<file path="config.mk">
export PLATFORM = sky130hd
export DESIGN_NAME = mm_result_collector
export DESIGN_NICKNAME = d
export VERILOG_FILES = /design/src/rtl/mm_result_collector.sv
export SDC_FILE = /design/constraint.sdc
export NUM_CORES = 1
export LEC_CHECK = 0
export BUFFER_PORTS_ARGS = -buffer_cell sky130_fd_sc_hd__clkbuf_2
export CORE_MARGIN = 2
export CORE_UTILIZATION = 30
export DETAILED_ROUTE_END_ITERATION = 10
export GPL_ROUTABILITY_DRIVEN = 0
export GPL_TIMING_DRIVEN = 0
export PLACE_DENSITY = 0.56
export SKIP_CTS_REPAIR_TIMING = 1
export SYNTH_ARGS = -nofsm -noshare
export SYNTH_HDL_FRONTEND = slang
export SYNTH_SLANG_ARGS = --single-unit
</file>
<file path="constraint.sdc">
create_clock -name clk -period 3.7 [get_ports clk]
set_input_delay 0.555 -clock clk [delete_from_list [all_inputs] [get_ports clk]]
set_output_delay 0.555 -clock clk [all_outputs]
set_load 0.01 [all_outputs]
</file>
<file path="src/rtl/mm_result_collector.sv">
// Collects LSW-first Montgomery result words, optionally subtracts p once (MM_FINAL_SUB_EN), then presents res_out with a one-cycle res_valid pulse.
// Latency after the last word is NUM_WORDS+1 cycles with MM_FINAL_SUB_EN and 1 cycle without. There is no backpressure: every s_valid word is taken.
module mm_result_collector #(
  parameter int RADIX     = 32,
  parameter int NUM_WORDS = 12
) (
  input  logic                       clk,
  input  logic                       reset_n,
  input  logic                       start,
  input  logic [RADIX*NUM_WORDS-1:0] p_in,
  input  logic                       s_valid,
  input  logic [RADIX-1:0]           s_word,
  input  logic                       carry_in,
  output logic                       busy,
  output logic                       res_valid,
  output logic [RADIX*NUM_WORDS-1:0] res_out
);
  localparam int W  = RADIX * NUM_WORDS;
  localparam int CW = (NUM_WORDS > 1) ? $clog2(NUM_WORDS) : 1;
  localparam logic [CW-1:0] LAST = CW'(NUM_WORDS - 1);

  typedef enum logic [1:0] {IDLE, COLLECT, SUB, DONE} state_t;

`ifdef MM_FINAL_SUB_EN
  localparam state_t COLLECT_EXIT = SUB;
`else
  localparam state_t COLLECT_EXIT = DONE;
`endif

  state_t           state, state_nxt;
  logic [CW-1:0]    cnt;
  logic             carry_q;
  logic [RADIX-1:0] s_mem [NUM_WORDS];
  logic [W-1:0]     s_flat;
  logic [W-1:0]     res_sel;
  logic             last_word;

  assign last_word = (cnt == LAST);
  assign busy      = (state != IDLE);

  always_ff @(posedge clk or negedge reset_n) begin
    if (!reset_n) state <= IDLE;
    else          state <= state_nxt;
  end

  // start has priority over everything, including a word arriving in the same cycle
  always_comb begin
    state_nxt = state;
    if (start) begin
      state_nxt = COLLECT;
    end else begin
      case (state)
        IDLE:    state_nxt = IDLE;
        COLLECT: if (s_valid && last_word) state_nxt = COLLECT_EXIT;
        SUB:     if (last_word) state_nxt = DONE;
        DONE:    state_nxt = IDLE;
        default: state_nxt = IDLE;
      endcase
    end
  end

  always_ff @(posedge clk or negedge reset_n) begin
    if (!reset_n) begin
      cnt     <= '0;
      carry_q <= 1'b0;
      for (int i = 0; i < NUM_WORDS; i++) s_mem[i] <= '0;
    end else if (start) begin
      cnt     <= '0;
      carry_q <= 1'b0;
    end else if (state == COLLECT && s_valid) begin
      s_mem[cnt] <= s_word;
      if (last_word) begin
        cnt     <= '0;
        carry_q <= carry_in;
      end else begin
        cnt <= cnt + CW'(1);
      end
    end else if (state == SUB) begin
      cnt <= last_word ? '0 : cnt + CW'(1);
    end
  end

  always_comb begin
    s_flat = '0;
    for (int i = 0; i < NUM_WORDS; i++) s_flat[i*RADIX +: RADIX] = s_mem[i];
  end

`ifdef MM_FINAL_SUB_EN
  logic [RADIX-1:0] d_mem [NUM_WORDS];
  logic [W-1:0]     d_flat;
  logic             borrow_q;
  logic [RADIX:0]   diff;

  // The extra top bit of the difference is the outgoing borrow
  assign diff = {1'b0, s_mem[cnt]} - {1'b0, p_in[int'(cnt)*RADIX +: RADIX]}
              - {{RADIX{1'b0}}, borrow_q};

  always_ff @(posedge clk or negedge reset_n) begin
    if (!reset_n) begin
      borrow_q <= 1'b0;
      for (int i = 0; i < NUM_WORDS; i++) d_mem[i] <= '0;
    end else if (start) begin
      borrow_q <= 1'b0;
    end else if (state == SUB) begin
      d_mem[cnt] <= diff[RADIX-1:0];
      borrow_q   <= diff[RADIX];
    end
  end

  always_comb begin
    d_flat = '0;
    for (int i = 0; i < NUM_WORDS; i++) d_flat[i*RADIX +: RADIX] = d_mem[i];
  end

  // carry set or no final borrow means carry*2^W + S >= p, so take the difference
  assign res_sel = (carry_q || !borrow_q) ? d_flat : s_flat;
`else
  logic unused_cfg;
  assign unused_cfg = ^{p_in, carry_q};
  assign res_sel    = s_flat;
`endif

  always_ff @(posedge clk or negedge reset_n) begin
    if (!reset_n) begin
      res_valid <= 1'b0;
      res_out   <= '0;
    end else begin
      res_valid <= (state == DONE);
      if (state == DONE) res_out <= res_sel;
    end
  end
endmodule

</file>
==> out/qor.yml, run 1 <==
hold_start: "s_word[7]"
worstPathRequired_ns: 4.21
synth_edf_count: 0
htreeDepth: 3
maxCapViolations: 0
syn_nets: 2147
min_period_ns: 2.89
place_ws_ns: 0.613
die_area_sq_mm: 0.100
ys_seq_area_share_pct: 66.1
routedWlPerCell_um: 23.9
grt_use_total_pct: 17.1
final_area_sq_mm: 0.0363
ys_seq_elements: 775
hold_violations: 0
grt_pass1_vias: 17900
routed_wl_um: 85900
path_clk_slew_ns: 0.06
synth.top_cell.area_share_pct: 66.1
setup_viol: 0
finClkSkew_ns: 0.0238
place_area_sq_mm: 0.0333
clock_path_buffers: 3
place.port_buffers: 420
ys_warn_count: 0
vias_per_cell: 4.57
final_cells: 3590
tightest_slew_ns: 1.20
drtAntennaViolNets: 0
clock_sinks: 775
start_util_pct: 30.3
drc: 0
synth.distinct_cells: 36
grt_pass1_wl_um: 124000
slew-limit-headroom_pct: 19.7
core-area_sq_mm: 0.0969
hold_class: "input port to register"
die_h_um: 317
worst-r2r-setup-slack_ns: 0.81
layout-drive-gt1-share_pct: 61.4
ir_drop_mv: 0.439
drtIter0Drc: 777
cts_made_buffers: 86
whs_path_depth: 2
final_common_cell: "dfrtp_1"
cp-end-kind: "register"
fin_ws_ns: 0.812
worstSetupPathType: "register to register"
arrival_ns: 3.40
fin_setup_tns_ns: 0
io_pins: 807
slew_viol_final: 0
synth_ff_type: "dfrtp_1"
die_width_um: 317
clk_latency_ns: 0.65
cts_tree: "done"
overflow: 0
nNetsFinal: 2665
rsz0062_at_grt: "false"
dr.pass1.iters: 4
startpoint_type: "register"
utilization_pct: 37.4
hold_end: "res_sel[7]$_DFFE_PN0P_"
place_inst: 3423
r2r_cells: 5
routed-via-count: 16400
timing.final.crit_share_pct: 78.0
p_per_area_mw_per_mm2: 782
r2r_start: "state[1]$_DFFE_PN0P_"
status: "complete, no violations"
fmax_mhz: 346
cp_max_fo: 10
layout_common_cells: "775 x dfrtp_1, 729 x mux2_2, 420 x clkbuf_2, 86 x clkbuf_16, 57 x buf_2"
leakagePower_nw: 18.4
syn_avg_cell_area_sq_um: 17.1
netlist_instances: 1718
synth_top_cell_by_area: "dfrtp_1"
hpwlAfterDp_um: 61600
synth_area_sq_mm: 0.0293
num_rows: 114
antenna_found_initial: 7
syn_to_final_growth_pct: 23.6
ys_top_cells_by_area: "dfrtp_1 66%, mux2_2 28%, mux2_4 1.5%"
grt_max_degree: 117
cts-root-buf: "clkbuf_16"
reg2reg_to: "res_out[140]$_DFFE_PN0P_"
async_flop_share_pct: 100
worst max-delay path, stage by stage, from the launching register on:
cell and delay, ns:
dfrtp_1 0.38, ha_1 0.20, clkbuf_1 0.26, clkbuf_1 0.88, buf_2 0.61, mux2_2 0.40
through the flow:
| stage | total power [mW] | hold slack [ns] |
|---|---|---|
| global route | 29.9 | 0.119 |
| finish | 28.4 | 0.164 |
| floorplan | 16.2 | 0.259 |
| global placement | 19.6 | 0.463 |
| CTS | 28.9 | -0.161 |
| detailed placement | 19.9 | 0.474 |
registers in the layout, summed over array words and instances, names as in the netlist:
name	flops
res_out	384
state	2
cnt	4
res_valid	1
res_sel	384
cells by family after synthesis:
family                     share of synthesized area [%]
DFF                                                 66.1
buffers and inverters                               2.41
and+or+nand+nor                                     1.03
adders and majority gates                          0.341
AOI/OAI and AO/OA                                  0.179
muxes                                               29.9
power breakdown:
part	leakage (nW)	internal (mW)	switching (mW)
registers	10.4	10.8	1.25
logic	6.59	3.56	3.99
clock network	1.43	5.24	3.56
synthesized netlist by cell type (2+ instances only):
master and n:
o21ai_0 3, buf_4 4, nor4_4 2, buf_2 57, dfrtp_1 775, ha_1 8
clkbuf_1 37, mux2i_1 2, mux2_1 9, buf_12 3, nor2_1 6, nand3b_1 2
nor3b_4 2, nand3_1 2, nor2_8 2, nand2b_1 2, buf_6 14, nand2_1 5
buf_1 2, inv_1 7, nand4bb_1 2, mux2_4 30, mux2_2 729
worst max path at each step:
stage / cells after the start / startpoint / to / slack, ns
after CTS: 5 / state[1]$_DFFE_PN0P_ / res_out[140]$_DFFE_PN0P_ / 0.59
after floorplan: 7 / state[1]$_DFFE_PN0P_ / res_sel[85]$_DFFE_PN0P_ / 1.78
after global routing: 5 / state[1]$_DFFE_PN0P_ / res_out[139]$_DFFE_PN0P_ / 0.50
final: 5 / state[1]$_DFFE_PN0P_ / res_out[140]$_DFFE_PN0P_ / 0.81
after global placement: 1 / reset_n / res_out[5]$_DFFE_PN0P_ / -15.63
after detailed placement: 5 / state[1]$_DFFE_PN0P_ / res_out[140]$_DFFE_PN0P_ / 0.61
routing by layer:
metal  GRT usage (%)  wire length (um)  vias to the layer above
met5               0                 0                        -
met4            4.19              1740                        0
met3            6.89              8480                      104
met2            25.3             36900                      497
met1            23.4             38800                     8704
li1                -                 -                     7112
cell type report:
class / count / area [sq um]
Antenna cell: 10 / 25.0
Buffer: 117 / 681
Clock buffer: 126 / 2520
Clock inverter: 30 / 427
Fill cell: 9154 / 60600
Inverter: 7 / 26.3
Multi-Input combinational cell: 819 / 9240
Sequential cell: 775 / 19400
Tap cell: 1276 / 1600
Timing Repair Buffer: 430 / 2360
(Power assumes the default switching activity.)
==> run 2, diff against run 1 <==
--- a/config.mk
+++ b/config.mk
@@ -11,7 +11,7 @@
 export DETAILED_ROUTE_END_ITERATION = 10
 export GPL_ROUTABILITY_DRIVEN = 0
 export GPL_TIMING_DRIVEN = 0
-export PLACE_DENSITY = 0.56
+export PLACE_DENSITY = 0.57
 export SKIP_CTS_REPAIR_TIMING = 1
 export SYNTH_ARGS = -nofsm -noshare
 export SYNTH_HDL_FRONTEND = slang
==> constraint.sdc (replaced) <==
create_clock -name clk -period 2.45 [get_ports clk]
set_input_delay 0.3675 -clock clk [delete_from_list [all_inputs] [get_ports clk]]
set_output_delay 0.3675 -clock clk [all_outputs]
set_load 0.01 [all_outputs]
==> run 2 against run 1 <==
Compared with the run above: power up 51%; largest cell class unchanged; via count up 0.13%; highest routed layer unchanged; core utilization up 0.36 points; critical path depth up 3; sequential power up 51%.
==> out/qor.yml, run 2 (synthesis gave the netlist of run 1 again) <==
cts-root-buf: "clkbuf_16"  # unchanged
place_area_sq_mm: 0.0333  # about the same
worst-r2r-setup-slack_ns: 0.11  # was 0.81 ns
p_int_mw: 29.6  # was 19.6 mW
whs_ns: 0.0207  # was 0.164 ns
routed_wl_um: 85500  # was 85900 um
num_rows: 114  # unchanged
syn_to_final_growth_pct: 24.8  # was 23.6%
rsz0062_at_grt: "true"  # was false
start_util_pct: 30.3  # unchanged
cp-end-kind: "register"  # unchanged
layout.area.seq_sq_mm: 0.0194  # unchanged
worstPathRequired_ns: 2.98  # was 4.21 ns
hpwlAfterDp_um: 61000  # was 61600 um
clk_latency_ns: 0.66  # was 0.65 ns
dr.pass1.iters: 4  # unchanged
drc: 0  # unchanged
vias_per_cell: 4.55  # was 4.57
crit_buf_inv: 4  # was 3
cp_max_fo: 10  # unchanged
fill_cells: 9120  # was 9154
die_width_um: 317  # unchanged
hold_violations: 0  # unchanged
slowest_delay_ns: 0.40  # was 0.88 ns
crit_chain: "inv_1, ha_1, buf_4, nand2b_1, nor4_4, buf_4, buf_4, mux2_2"  # was ha_1, clkbuf_1, clkbuf_1, buf_2, mux2_2
grt_max_degree: 122  # was 117
worstSetupPathType: "register to register"  # unchanged
htreeDepth: 3  # unchanged
tightest_slew_ns: 1.11  # was 1.20 ns
core-area_sq_mm: 0.0969  # unchanged
place.port_buffers: 420  # unchanged
antenna_found_initial: 12  # was 7
overflow: 0  # unchanged
multi_input_area_sq_mm: 0.00926  # was 0.00924 sq mm
path_clk_slew_ns: 0.06  # about the same
fin_ws_ns: 0.111  # was 0.812 ns
final_common_cell: "dfrtp_1"  # unchanged
setup_viol: 0  # unchanged
grt_use_total_pct: 16.9  # was 17.1%
grt_pass1_vias: 17500  # was 17900
drtAntennaViolNets: 0  # unchanged
startpoint_type: "register"  # unchanged
status: "complete, no violations"  # unchanged
io_pins: 807  # unchanged
nNetsFinal: 2696  # was 2665
sw_frac_of_total_pct: 31.0  # about the same
whs_path_depth: 2  # unchanged
place_ws_ns: -0.540  # was 0.613 ns
cts_tree: "done"  # unchanged
leakagePower_nw: 18.6  # was 18.4 nW
crit_cells: 8  # was 5
routedWlPerCell_um: 23.6  # was 23.9 um
r2r_cells: 8  # was 5
p_switching_mw: 13.3  # was 8.80 mW
die_area_sq_mm: 0.100  # unchanged
ir_drop_mv: 0.698  # was 0.439 mV
path_delay_family: "buffers and inverters"  # unchanged
clock_sinks: 775  # unchanged
routed-via-count: 16400  # about the same
final_cells: 3615  # was 3590
power_frac_comb_pct: 26.8  # was 26.6%
slew-limit-headroom_pct: 26.3  # was 19.7%
clock_path_buffers: 3  # unchanged
layout_common_cells: "775 x dfrtp_1, 729 x mux2_2, 420 x clkbuf_2, 86 x clkbuf_16, 47 x clkbuf_1"  # was 775 x dfrtp_1, 729 x mux2_2, 420 x clkbuf_2, 86 x clkbuf_16, 57 x buf_2
layout-drive-gt1-share_pct: 61.3  # was 61.4%
p_per_area_mw_per_mm2: 1170  # was 782 mW/mm^2
power.share.clock_pct: 30.9  # was 31.0%
min_period_ns: 2.34  # was 2.89 ns
utilization_pct: 37.8  # was 37.4%
timing.final.crit_share_pct: 95.5  # was 78.0%
grt_pass1_wl_um: 122000  # was 124000 um
crit_top_cell: "buf_4"  # was clkbuf_1
maxCapViolations: 0  # unchanged
hold_class: "input port to register"  # unchanged
slowest_stage: "dfrtp_1"  # was clkbuf_1
die_h_um: 317  # unchanged
arrival_ns: 2.86  # was 3.40 ns
p_seq_share_pct: 42.2  # was 42.3%
finClkSkew_ns: 0.0246  # was 0.0238 ns
final_area_sq_mm: 0.0366  # was 0.0363 sq mm
place_inst: 3422  # was 3423
cts_made_buffers: 86  # unchanged
fmax_mhz: 428  # was 346 MHz
drtIter0Drc: 843  # was 777
slew_viol_final: 0  # unchanged
[run 2: stage by stage]
step | power (mW) | TNS [ns]
4_1_cts | 43.5 | -146.12
2_1_floorplan | 24.5 | 0
3_5_place_dp | 30.0 | -145.61
3_3_place_gp | 29.6 | -
5_1_grt | 45.2 | -1.87
6_report | 42.9 | 0
[run 2: power by group through the flow]
stage	registers, mW	logic, mW	clock network (mW)
floorplan	18.7	5.80	0
global placement	18.2	11.4	0
detailed placement	18.3	11.6	0
CTS	18.1	11.7	13.7
global route	18.5	12.5	14.2
finish	18.1	11.5	13.3
[run 2: metal layers]
layer	up-vias	part of all wire, %	GRT usage (%)
li1	7186	-	-
met1	8597	44	22.8
met2	544	43	24.8
met3	112	11	6.99
met4	0	2.1	5.16
met5	-	0	0
[run 2: final cells by class]
| type | count | area share, % |
|---|---|---|
| Inverter | 7 | 0.0718 |
| Multi-Input combinational cell | 819 | 25.3 |
| Antenna cell | 3 | 0.0205 |
| Clock buffer | 121 | 6.81 |
| Clock inverter | 36 | 1.24 |
| Tap cell | 1276 | 4.36 |
| Buffer | 116 | 1.98 |
| Sequential cell | 775 | 53.0 |
| Timing Repair Buffer | 462 | 7.25 |
[run 2: worst paths after layout]
check | to | start
max in group asynchronous | res_out[355]$_DFFE_PN0P_ | reset_n
min in group asynchronous | res_sel[221]$_DFFE_PN0P_ | reset_n
worst max-delay path | res_sel[5]$_DFFE_PN0P_ | state[1]$_DFFE_PN0P_
worst min register to register | res_sel[7]$_DFFE_PN0P_ | res_sel[7]$_DFFE_PN0P_
worst max register to register | res_sel[5]$_DFFE_PN0P_ | state[1]$_DFFE_PN0P_
worst min-delay path | res_sel[353]$_DFFE_PN0P_ | s_word[1]
==> run 3, diff against run 2 <==
--- a/config.mk
+++ b/config.mk
@@ -5,13 +5,14 @@
 export SDC_FILE = /design/constraint.sdc
 export NUM_CORES = 1
 export LEC_CHECK = 0
+export ABC_AREA = 1
 export BUFFER_PORTS_ARGS = -buffer_cell sky130_fd_sc_hd__clkbuf_2
 export CORE_MARGIN = 2
 export CORE_UTILIZATION = 30
 export DETAILED_ROUTE_END_ITERATION = 10
 export GPL_ROUTABILITY_DRIVEN = 0
 export GPL_TIMING_DRIVEN = 0
-export PLACE_DENSITY = 0.57
+export PLACE_DENSITY = 0.58
 export SKIP_CTS_REPAIR_TIMING = 1
 export SYNTH_ARGS = -nofsm -noshare
 export SYNTH_HDL_FRONTEND = slang
==> run 3 against run 2 <==
Compared with the run above: the run now ends with negative hold slack left; first-iteration DRC count rose by 58%; wire length rose by 1.4%; register-to-register slack improved by 0.06 ns; cell count rose by 12%; combinational power fell by 30%; design area fell by 2.9%.
==> out/qor.yml, run 3 <==
hold_violations: 74  # was 0
cp-end-kind: "register"  # unchanged
cts-root-buf: "clkbuf_16"  # unchanged
ys_seq_area_share_pct: 67.5  # was 66.1%
routedWlPerCell_um: 21.5  # was 23.6 um
synth.top_cell.area_share_pct: 67.5  # was 66.1%
overflow: 0  # unchanged
timing.final.crit_share_pct: 93.0  # was 95.5%
reg2reg_to: "res_out[262]$_DFFE_PN0P_"  # was res_sel[5]$_DFFE_PN0P_
leakagePower_nw: 18.1  # was 18.6 nW
num_rows: 113  # was 114
syn_avg_cell_area_sq_um: 13.1  # was 17.1 sq um
p_per_area_mw_per_mm2: 1070  # was 1170 mW/mm^2
met3_length_um: 7850  # was 9000 um
synth.distinct_cells: 25  # was 36
power_mw: 38.1  # was 42.9 mW
netlist_instances: 2188  # was 1718
multi_input_area_sq_mm: 0.00823  # was 0.00926 sq mm
cts_made_buffers: 86  # unchanged
status: "complete, but fails checks"  # was complete, no violations
place.port_buffers: 421  # was 420
slew-limit-headroom_pct: 15.9  # was 26.3%
finClkSkew_ns: 0.0187  # was 0.0246 ns
fmax_mhz: 439  # was 428 MHz
arrival_ns: 2.79  # was 2.86 ns
die_area_sq_mm: 0.0983  # was 0.100 sq mm
top_layer: "met5"  # was met4
ys_warn_count: 0  # unchanged
dr.pass1.iters: 5  # was 4
endpoint: "res_out[262]$_DFFE_PN0P_"  # was res_sel[5]$_DFFE_PN0P_
slew_viol_final: 0  # unchanged
r2r_cells: 5  # was 8
ir_drop_mv: 0.711  # was 0.698 mV
die_h_um: 313  # was 317 um
tightest_slew_ns: 1.26  # was 1.11 ns
worst-r2r-setup-slack_ns: 0.17  # was 0.11 ns
clock_sinks: 775  # unchanged
layout.area.seq_sq_mm: 0.0194  # unchanged
worstPathRequired_ns: 2.97  # was 2.98 ns
hold_class: "input port to asynchronous set/reset pin"  # was input port to register
setup_viol: 0  # unchanged
maxCapViolations: 0  # unchanged
grt_use_total_pct: 17.6  # was 16.9%
io_pins: 807  # unchanged
layout_common_cells: "775 x dfrtp_1, 421 x clkbuf_2, 399 x nand2_1, 384 x mux2_2, 195 x o21ai_1"  # was 775 x dfrtp_1, 729 x mux2_2, 420 x clkbuf_2, 86 x clkbuf_16, 47 x clkbuf_1
grt_max_degree: 111  # was 122
final_common_cell: "dfrtp_1"  # unchanged
worstSetupPathType: "register to register"  # unchanged
die_width_um: 313  # was 317 um
synth_area_sq_mm: 0.0287  # was 0.0293 sq mm
cp_max_fo: 10  # unchanged
synth_edf_count: 0  # unchanged
path_clk_slew_ns: 0.06  # about the same
grt_pass1_wl_um: 128000  # was 122000 um
wirelength_met1_um: 41200  # was 38000 um
rsz0062_at_grt: "false"  # was true
startpoint_type: "register"  # unchanged
clk_latency_ns: 0.64  # was 0.66 ns
layout-drive-gt1-share_pct: 39.7  # was 61.3%
synth_commonest_cells: "775 x dfrtp_1, 399 x nand2_1, 384 x mux2_2"  # was 775 x dfrtp_1, 729 x mux2_2, 57 x buf_2
synth_ff_type: "dfrtp_1"  # unchanged
nNetsFinal: 3133  # was 2696
core-area_sq_mm: 0.0950  # was 0.0969 sq mm
antenna_found_initial: 10  # was 12
routed-via-count: 18600  # was 16400
slowest_stage: "buf_2"  # was dfrtp_1
place_area_sq_mm: 0.0326  # was 0.0333 sq mm
vias_per_cell: 4.61  # was 4.55
ys_seq_elements: 775  # unchanged
fill_cells: 9350  # was 9120
hpwlAfterDp_um: 63400  # was 61000 um
htreeDepth: 3  # unchanged
wl_met2_um: 35500  # was 36600 um
grt_pass1_vias: 18900  # was 17500
drtIter0Drc: 1333  # was 843
syn_nets: 2617  # was 2147
whs_ns: -0.228  # was 0.0207 ns
synth_top_cell_by_area: "dfrtp_1"  # unchanged
routed_wl_um: 86600  # was 85500 um
final_area_sq_mm: 0.0356  # was 0.0366 sq mm
async_flop_share_pct: 100  # unchanged
slowest_delay_ns: 0.43  # was 0.40 ns
ys_top_cells_by_area: "dfrtp_1 68%, mux2_2 15%, nand2_1 5.2%"  # was dfrtp_1 66%, mux2_2 28%, mux2_4 1.5%
crit_chain: "ha_1, clkbuf_1, clkbuf_4, buf_2, mux2_2"  # was inv_1, ha_1, buf_4, nand2b_1, nor4_4, buf_4, buf_4, mux2_2
synth.most_common_cell: "dfrtp_1"  # unchanged
drtAntennaViolNets: 0  # unchanged
r2r_start: "state[0]$_DFFE_PN0P_"  # was state[1]$_DFFE_PN0P_
cts_tree: "done"  # unchanged
start_util_pct: 30.2  # was 30.3%
min_period_ns: 2.28  # was 2.34 ns
crit_start: "state[0]$_DFFE_PN0P_"  # was state[1]$_DFFE_PN0P_
syn_to_final_growth_pct: 23.8  # was 24.8%
clock_path_buffers: 3  # unchanged
violations: "negative hold slack"
drc: 0  # unchanged
==> run 3: metal layers <==
metal,vias up,global-route usage (%)
met3,127,5.81
met4,2,5.23
met5,-,0
met1,9424,25.5
met2,630,24.8
li1,8422,-
==> run 3: through the flow <==
stage	std cells	hold WS, ns	worst slack (ns)	TNS [ns]	utilization, %
floorplan	2188	0.0719	0.863	0	-
global placement	3874	0.461	-18.02	-	34.1
detailed placement	3881	0.460	-0.0722	-7.36	34.3
CTS	4033	-0.247	-0.123	-1.96	37.4
global route	4033	-0.212	0.00430	0	37.4
finish	4038	-0.228	0.172	0	37.4
==> run 3: how the worst min path moves through the flow <==
stage / endpoint / from / depth (start not counted)
after floorplan: cnt[0]$_DFFE_PN0P_ / reset_n / 0
after global placement: res_sel[379]$_DFFE_PN0P_ / res_sel[379]$_DFFE_PN0P_ / 2
after detailed placement: res_out[169]$_DFFE_PN0P_ / reset_n / 1
after CTS: res_sel[228]$_DFFE_PN0P_ / reset_n / 1
after global routing: res_out[165]$_DFFE_PN0P_ / reset_n / 1
final: res_out[169]$_DFFE_PN0P_ / reset_n / 1
==> run 3: power breakdown <==
group / internal [mW] / switching [mW]
registers: 15.4 / 1.53
clock network: 7.85 / 5.26
logic: 3.54 / 4.54
==> run 3: worst max-delay path, delay by kind of cell (launching register included) <==
family | cells | cell delay (ns)
flops | 1 | 0.41
buf+inv | 3 | 1.17
fa+ha+maj | 1 | 0.19
mux | 1 | 0.39
==> run 3: layout make-up <==
type	instances	share of cell area (%)
multi-input cells	1216	23.1
clock inverters	35	1.07
flip-flops and latches	775	54.5
repair buffers	428	6.49
inverters	48	0.507
clock buffers	117	7.09
plain buffers	149	2.68
diodes	5	0.0352
well taps	1265	4.45
==> run 3: logic make-up (layout without fill, tap and decap cells) <==
kind of cell | Yosys count | count (layout) | share of synthesized area, %
other | 0 | 5 | 0
AOI/OAI and AO/OA | 388 | 388 | 6.98
buffers and inverters | 197 | 777 | 3.87
muxes | 384 | 384 | 15.1
and+or+nand+nor | 436 | 436 | 6.25
adders and majority gates | 8 | 8 | 0.348
DFF | 775 | 775 | 67.5
